`src/rtl/arbitro_pkg.sv`:
```
// Shared definitions for the two-requester bus arbiter.
//   estado_t : grant state of the arbiter FSM (LIBRE / SERVIR_A / SERVIR_B)
//   SEL_A    : Sel value while A holds the grant
//   SEL_B    : Sel value while B holds the grant (also the idle value)
package arbitro_pkg;

  typedef enum logic [1:0] {
    LIBRE    = 2'd0,
    SERVIR_A = 2'd1,
    SERVIR_B = 2'd2
  } estado_t;

  localparam logic SEL_A = 1'b1;
  localparam logic SEL_B = 1'b0;

endpackage

```
`src/rtl/arbitro_rr_2.sv`:
```
// Burst arbiter between two requesters: grant FSM, burst counter and the
// record of which requester was served last.
// Build option: ARBITRO_PRIORIDAD_FIJA_EN selects fixed priority (A over B,
// A not limited by MAX_RAFAGA); undefined gives round-robin bursts.
// Ports:
//   clk, reset          clock, asynchronous active-high reset
//   valido_a, valido_b  requester valid flags
//   libre_sal           output stage can take a word this cycle
//   estado              current grant state (registered)
//   sel                 registered grant select, SEL_A only in SERVIR_A
module arbitro_rr_2
  import arbitro_pkg::*;
#(
  parameter int MAX_RAFAGA = 4
) (
  input  logic    clk,
  input  logic    reset,
  input  logic    valido_a,
  input  logic    valido_b,
  input  logic    libre_sal,
  output estado_t estado,
  output logic    sel
);

  localparam int CW = $clog2(MAX_RAFAGA + 1);
  // Count value at which the next transfer closes the burst.
  localparam logic [CW-1:0] ULTIMA = CW'(MAX_RAFAGA - 1);

  estado_t       estado_sig;
  logic [CW-1:0] cuenta;
  logic [CW-1:0] cuenta_sig;
  logic          xfer_b;

`ifndef ARBITRO_PRIORIDAD_FIJA_EN
  logic ultimo_a;
  logic ultimo_a_sig;
  logic xfer_a;
  assign xfer_a = (estado == SERVIR_A) & valido_a & libre_sal;
`endif

  assign xfer_b = (estado == SERVIR_B) & valido_b & libre_sal;

  always_comb begin
    estado_sig = estado;
    cuenta_sig = cuenta;
`ifndef ARBITRO_PRIORIDAD_FIJA_EN
    ultimo_a_sig = ultimo_a;
`endif
    case (estado)
      LIBRE: begin
`ifdef ARBITRO_PRIORIDAD_FIJA_EN
        if (valido_a)      estado_sig = SERVIR_A;
        else if (valido_b) estado_sig = SERVIR_B;
`else
        // On a tie the requester served last yields.
        if (valido_a && valido_b) estado_sig = ultimo_a ? SERVIR_B : SERVIR_A;
        else if (valido_a)        estado_sig = SERVIR_A;
        else if (valido_b)        estado_sig = SERVIR_B;
`endif
      end
      SERVIR_A: begin
`ifdef ARBITRO_PRIORIDAD_FIJA_EN
        // A keeps the bus for as long as it stays valid.
        if (!valido_a) estado_sig = valido_b ? SERVIR_B : LIBRE;
`else
        if (!valido_a || (xfer_a && cuenta == ULTIMA)) begin
          cuenta_sig   = '0;
          ultimo_a_sig = 1'b1;
          if (valido_b)      estado_sig = SERVIR_B;
          else if (valido_a) estado_sig = SERVIR_A;
          else               estado_sig = LIBRE;
        end else if (xfer_a) begin
          cuenta_sig = cuenta + 1'b1;
        end
`endif
      end
      SERVIR_B: begin
        // Same hand-over rule in both modes: A is the "other" requester.
        if (!valido_b || (xfer_b && cuenta == ULTIMA)) begin
          cuenta_sig = '0;
`ifndef ARBITRO_PRIORIDAD_FIJA_EN
          ultimo_a_sig = 1'b0;
`endif
          if (valido_a)      estado_sig = SERVIR_A;
          else if (valido_b) estado_sig = SERVIR_B;
          else               estado_sig = LIBRE;
        end else if (xfer_b) begin
          cuenta_sig = cuenta + 1'b1;
        end
      end
      default: estado_sig = LIBRE;
    endcase
  end

  always_ff @(posedge clk or posedge reset) begin
    if (reset) begin
      estado <= LIBRE;
      sel    <= SEL_B;
      cuenta <= '0;
`ifndef ARBITRO_PRIORIDAD_FIJA_EN
      ultimo_a <= 1'b0;
`endif
    end else begin
      estado <= estado_sig;
      sel    <= (estado_sig == SERVIR_A) ? SEL_A : SEL_B;
      cuenta <= cuenta_sig;
`ifndef ARBITRO_PRIORIDAD_FIJA_EN
      ultimo_a <= ultimo_a_sig;
`endif
    end
  end

endmodule

```
`src/rtl/arbitro_mux_2a1.sv`:
```
// Shares one DB-bit downstream bus between requesters A and B, each with a
// valid/ready handshake. The arbiter picks the mux input; a one-entry
// registered stage drives the bus (1-cycle latency, 1 word/cycle).
// Build option: ARBITRO_PRIORIDAD_FIJA_EN (fixed priority A over B).
// Ports:
//   clk, reset               clock, asynchronous active-high reset
//   DatoA/ValidoA/ListoA     requester A handshake
//   DatoB/ValidoB/ListoB     requester B handshake
//   Salida/ValidoSalida      registered output word and its valid
//   ListoSalida              consumer accepts Salida this cycle
//   Sel                      current grant, 1 = A, 0 = B
module arbitro_mux_2a1
  import arbitro_pkg::*;
#(
  parameter int DB         = 16,
  parameter int MAX_RAFAGA = 4
) (
  input  logic          clk,
  input  logic          reset,
  input  logic [DB-1:0] DatoA,
  input  logic          ValidoA,
  output logic          ListoA,
  input  logic [DB-1:0] DatoB,
  input  logic          ValidoB,
  output logic          ListoB,
  output logic [DB-1:0] Salida,
  output logic          ValidoSalida,
  input  logic          ListoSalida,
  output logic          Sel
);

  estado_t       estado;
  logic          libre_sal;
  logic          transfer;
  logic [DB-1:0] dato_mux;

  // The output register can take a word when empty or being drained now.
  assign libre_sal = !ValidoSalida | ListoSalida;
  assign ListoA    = (estado == SERVIR_A) & libre_sal;
  assign ListoB    = (estado == SERVIR_B) & libre_sal;
  assign transfer  = (ValidoA & ListoA) | (ValidoB & ListoB);
  assign dato_mux  = (Sel == SEL_A) ? DatoA : DatoB;

  arbitro_rr_2 #(
    .MAX_RAFAGA(MAX_RAFAGA)
  ) u_arbitro (
    .clk      (clk),
    .reset    (reset),
    .valido_a (ValidoA),
    .valido_b (ValidoB),
    .libre_sal(libre_sal),
    .estado   (estado),
    .sel      (Sel)
  );

  // Output stage: mux -> registered bus word
  always_ff @(posedge clk or posedge reset) begin
    if (reset) begin
      Salida       <= '0;
      ValidoSalida <= 1'b0;
    end else if (transfer) begin
      Salida       <= dato_mux;
      ValidoSalida <= 1'b1;
    end else if (ListoSalida) begin
      ValidoSalida <= 1'b0;
    end
  end

endmodule

```
`config.mk`:
```
export PLATFORM = sky130hd
export DESIGN_NAME = arbitro_mux_2a1
export DESIGN_NICKNAME = d
export VERILOG_FILES = /design/src/rtl/arbitro_pkg.sv /design/src/rtl/arbitro_rr_2.sv /design/src/rtl/arbitro_mux_2a1.sv
export SDC_FILE = /design/constraint.sdc
export NUM_CORES = 1
export LEC_CHECK = 0
export CAP_MARGIN = 25
export CORE_ASPECT_RATIO = 1.1
export CORE_UTILIZATION = 39
export CTS_CLUSTER_SIZE = 12
export DETAILED_ROUTE_END_ITERATION = 12
export PLACE_DENSITY = 0.85
export SYNTH_ARGS = -nofsm -noshare
export SYNTH_HDL_FRONTEND = slang
export SYNTH_HIERARCHICAL = 1
export SYNTH_SLANG_ARGS = --single-unit
```
`constraint.sdc`:
```
create_clock -name clk -period 1.8 [get_ports clk]
set_input_delay 0.36 -clock clk [delete_from_list [all_inputs] [get_ports clk]]
set_output_delay 0.36 -clock clk [all_outputs]
set_load 0.01 [all_outputs]
```
==> flow_summary.html <==
<table>
<tr><th>Metric</th><th>Value</th></tr>
<tr><th colspan="2">Setup path</th></tr>
<tr><td>Critical path data arrival time</td><td>~2.1 ns</td></tr>
<tr><td>Number of cells on the worst reg-to-reg path</td><td>6</td></tr>
<tr><td>Worst R2R Setup Slack</td><td>-0.04 ns</td></tr>
<tr><td>Crit path capture type</td><td>flop</td></tr>
<tr><td>Setup crit end</td><td>u_arbitro/sel</td></tr>
<tr><td>CP Class</td><td>reg -&gt; reg</td></tr>
<tr><td>CP required</td><td>2.06 ns</td></tr>
<tr><td>Reg-to-reg critical path startpoint</td><td>u_arbitro/cuenta[1]</td></tr>
<tr><td>Critical path's largest stage delay</td><td>around 0.4 ns</td></tr>
<tr><td>Critical Path Source</td><td>u_arbitro/cuenta[1]</td></tr>
<tr><td>CP Launch Type</td><td>flop</td></tr>
<tr><td>Maximum fanout along the worst path</td><td>2</td></tr>
<tr><td>Master of the slowest instance on the critical path</td><td>sky130_fd_sc_hd__dfrtp_1</td></tr>
<tr><td>End of the worst register-to-register path</td><td>u_arbitro/sel</td></tr>
<tr><td>CP Cell Sequence</td><td>ha_2 -&gt; ha_4 -&gt; a21boi_2 -&gt; mux2_4 -&gt; a222oi_1 -&gt; and2_1</td></tr>
<tr><th colspan="2">Floorplanning</th></tr>
<tr><td>Number of top-level design ports</td><td>57</td></tr>
<tr><td>Area of the die</td><td>between 0.004 and 0.005 mm²</td></tr>
<tr><td>Initial core utilization</td><td>about 42%</td></tr>
<tr><td>Die Span Y</td><td>about 66 µm</td></tr>
<tr><td>Core ar.</td><td>around 0.0035 mm²</td></tr>
<tr><td>Row Count</td><td>22</td></tr>
<tr><td>Floorplan die width</td><td>between 60 and 70 µm</td></tr>
<tr><th colspan="2">Logic synthesis</th></tr>
<tr><td>Fraction of post-synthesis cell area in the top cell type by area</td><td>approximately two fifths</td></tr>
<tr><td>Number of flip-flops and latches in the synthesized netlist</td><td>24</td></tr>
<tr><td>Netlist cell types</td><td>30</td></tr>
<tr><td>Part of the Yosys area used for sequential elements</td><td>41.03%</td></tr>
<tr><td>Largest cells by area after synthesis</td><td>sky130_fd_sc_hd__dfrtp_1 (41%), sky130_fd_sc_hd__mux2_2 (18%), sky130_fd_sc_hd__mux2_4 (11%), sky130_fd_sc_hd__ha_1 (5.1%), sky130_fd_sc_hd__nand3b_4 (2.7%)</td></tr>
<tr><td>Cell Area, Synth</td><td>0.001464 mm²</td></tr>
<tr><td>Number of instances in the synthesized netlist</td><td>118</td></tr>
<tr><td>Share of flip-flops with an asynchronous set or reset</td><td>between 90% and 100%</td></tr>
<tr><td>Post-synth EDFFs</td><td>0</td></tr>
<tr><td>Warnings, synthesis</td><td>6</td></tr>
<tr><td>Net count of the mapped netlist</td><td>approximately 160</td></tr>
<tr><td>Prevailing post-synth register cell</td><td>sky130_fd_sc_hd__dfrtp_1</td></tr>
<tr><td>Mean area per synthesized cell</td><td>approximately 12 µm²</td></tr>
<tr><td>Library cell with the largest summed area after synthesis</td><td>sky130_fd_sc_hd__dfrtp_1</td></tr>
<tr><th colspan="2">Clock network</th></tr>
<tr><td>CTS buffer count</td><td>3</td></tr>
<tr><td>Clock Tree Buf Depth</td><td>2</td></tr>
<tr><td>TritonCTS clock tree</td><td>built</td></tr>
<tr><td>Number of clock sinks seen by CTS</td><td>24</td></tr>
<tr><td>Clock root cell</td><td>sky130_fd_sc_hd__clkbuf_4</td></tr>
<tr><td>Maximum level of the CTS H-tree</td><td>1</td></tr>
<tr><td>Clock latency on the worst-skew pair</td><td>~0.31 ns</td></tr>
<tr><td>Clock transition time at the flip-flop clock pins of the worst setup and hold paths</td><td>about 0.14 ns</td></tr>
<tr><th colspan="2">Pwr</th></tr>
<tr><td>Leak pwr</td><td>between 0.9 and 1 nW</td></tr>
<tr><td>Power consumption</td><td>between 3 and 4 mW</td></tr>
<tr><td>Peak VDD IR</td><td>0.6394 mV</td></tr>
<tr><td>Power Density</td><td>about 1400 mW/mm²</td></tr>
<tr><th colspan="2">Routing</th></tr>
<tr><td>Routed via count divided by cell count</td><td>5.021</td></tr>
<tr><td>Number of iterations in the first detailed-routing pass</td><td>4</td></tr>
<tr><td>Number of vias after detailed routing</td><td>between 1k and 1.5k</td></tr>
<tr><td>Final WL</td><td>between 3000 and 4000 µm</td></tr>
<tr><td>Iteration-0 DRC count of the detailed router</td><td>38</td></tr>
<tr><td>DRC violations left</td><td>0</td></tr>
<tr><td>Post-route antenna net violation count</td><td>0</td></tr>
<tr><td>Wire length per cell</td><td>around 15 µm</td></tr>
<tr><th colspan="2">GRT</th></tr>
<tr><td>GR Overflow Total</td><td>0</td></tr>
<tr><td>Maximum number of pins on one net before global-route repair</td><td>18</td></tr>
<tr><td>Initial antenna violation count</td><td>0</td></tr>
<tr><td>Via count of the first global-routing pass</td><td>1192</td></tr>
<tr><td>Global-route wire length before repair</td><td>around 5500 µm</td></tr>
<tr><td>Aggregate global-route resource usage</td><td>a little under a fifth</td></tr>
<tr><th colspan="2">Layout</th></tr>
<tr><td>Commonest cells after routing, fill and taps aside</td><td>sky130_fd_sc_hd__clkdlybuf4s50_1 (54), sky130_fd_sc_hd__dfrtp_1 (23), sky130_fd_sc_hd__mux2_2 (23), sky130_fd_sc_hd__buf_4 (15), sky130_fd_sc_hd__mux2_4 (11)</td></tr>
<tr><td>Cell area after layout</td><td>0.002222 mm²</td></tr>
<tr><td>P&amp;R area growth vs syn</td><td>51.79%</td></tr>
<tr><td>Share of post-route cells with drive strength above 1</td><td>a little over a third</td></tr>
<tr><td>Antenna Cells</td><td>0</td></tr>
<tr><td>Leading cell type in the layout, fill and taps excluded</td><td>sky130_fd_sc_hd__clkdlybuf4s50_1</td></tr>
<tr><td>Final net count</td><td>~230</td></tr>
<tr><th colspan="2">Run status</th></tr>
<tr><td>Result of the run</td><td>finished with violations</td></tr>
<tr><td>Failing checks</td><td>setup timing</td></tr>
<tr><th colspan="2">STA</th></tr>
<tr><td>Number of endpoints failing setup at the final stage</td><td>1</td></tr>
<tr><td>Layout Skew</td><td>between 0.01 and 0.015 ns</td></tr>
<tr><td>Slew at the pin closest to its max-slew limit</td><td>roughly 0.67 ns</td></tr>
<tr><td>Number of max-slew violations in the final report</td><td>0</td></tr>
<tr><td>Peak clock frequency supported by timing</td><td>between 500 and 600 MHz</td></tr>
<tr><td>Setup ws final</td><td>-0.03972 ns</td></tr>
<tr><td>Period utilization</td><td>102.2%</td></tr>
<tr><td>Setup repair after global routing missed its margin</td><td>yes</td></tr>
<tr><td>Number of hold violations in the final report</td><td>0</td></tr>
<tr><td>Worst rel slew slack</td><td>a little under three fifths</td></tr>
<tr><td>Clock period minus final worst setup slack</td><td>around 1.8 ns</td></tr>
<tr><th colspan="2">Min path</th></tr>
<tr><td>Hold/Removal Path Class</td><td>in -&gt; async</td></tr>
<tr><th colspan="2">Placed design</th></tr>
<tr><td>GPL Wtd Cong</td><td>~0.84</td></tr>
<tr><td>Count of input and output buffers</td><td>56</td></tr>
<tr><td>Post-place setup slack</td><td>-0.4103 ns</td></tr>
<tr><td>Cell area after placement</td><td>approximately 0.0022 mm²</td></tr>
<tr><td>Final HPWL DP</td><td>between 2000 and 3000 µm</td></tr>
<tr><th colspan="2">Job</th></tr>
<tr><td>Number of maximum-capacitance constraint violations</td><td>0</td></tr>
</table>
[layer usage]
metal  track usage, %  vias up  wire length [µm]
met5                0        -                 0
met1            22.39      549              1410
met3            3.523       13               352
met4            5.966        0                61
li1                 -      566                 -
met2            32.14       67              1701
[power breakdown]
group,switching (mW),internal [mW]
Combinational,0.700,1.13
Clock,0.157,0.123
Sequential,0.177,0.796
Total,1.03,2.05
[cells in the mapped netlist, types with 2 or more instances]
| cell | number |
|---|---|
| sky130_fd_sc_hd__a21o_1 | 2 |
| sky130_fd_sc_hd__and2_1 | 2 |
| sky130_fd_sc_hd__nor3b_1 | 2 |
| sky130_fd_sc_hd__mux2_2 | 23 |
| sky130_fd_sc_hd__nand2_1 | 8 |
| sky130_fd_sc_hd__nand3_1 | 4 |
| sky130_fd_sc_hd__ha_1 | 6 |
| sky130_fd_sc_hd__buf_2 | 2 |
| sky130_fd_sc_hd__nand3b_4 | 2 |
| sky130_fd_sc_hd__inv_1 | 7 |
| sky130_fd_sc_hd__mux2_4 | 11 |
| sky130_fd_sc_hd__dfrtp_1 | 24 |
| sky130_fd_sc_hd__a21oi_1 | 3 |
| sky130_fd_sc_hd__o21ai_0 | 6 |
[through the flow]
stage          util, %  setup TNS, ns  std cells  hold slack [ns]
3_3_place_gp     62.37         -3.429        232           0.4597
5_1_grt          64.07        -0.2225        238           0.3323
6_report         64.07       -0.03972        238           0.2982
4_1_cts          63.74       -0.06468        237           0.2992
2_1_floorplan        -              0        118           0.1634
3_5_place_dp     62.37         -4.254        232           0.4921
[area by class of cell]
cell class              instances  area (µm²)
fillers                       272        1246
multi-input cells              83       814.5
repair buffers                 72       683.2
flip-flops and latches         24       601.8
well taps                      48       60.06
clock buffers                   4       36.28
inverters                       7       26.28
[timing repair]
action                                  CTS  global route
hold buffers                              0             0
endpoints found under the setup margin    5             5
gates resized for setup                  13             6
cloned                                    0             0
buffers inserted                          1             1
pin swaps                                 6             5
hold endpoints to repair                  0             0
[state kept, by name, indices dropped and copies added (netlist names)]
register,count
Salida,16
u_arbitro/cuenta,3
u_arbitro/estado,2
ValidoSalida,1
u_arbitro/sel,1
u_arbitro/ultimo_a,1
[logic make-up after synthesis]
logic type,share of synthesized area (%)
muxes,29.66
DFF,41.03
and+or+nand+nor,10.26
AOI/OAI and AO/OA,9.317
buffers and inverters,4.616
adders and majority gates,5.128
[worst max-delay path, delay by kind of cell (launching register included)]
family	cells	cell delay, ns
DFF	1	0.40
AOI/OAI and AO/OA	2	0.53
and+or+nand+nor	1	0.19
adders and majority gates	2	0.38
muxes	1	0.31
[how the worst min path moves through the flow]
stage,from,endpoint
final,reset,u_arbitro/sel
after global routing,reset,u_arbitro/sel
after CTS,reset,u_arbitro/estado[1]
after detailed placement,Salida[11],Salida[11]
after global placement,u_arbitro/cuenta[2],u_arbitro/cuenta[2]
after floorplan,reset,u_arbitro/cuenta[0]
Note: power is estimated with default switching activity, not from simulation.
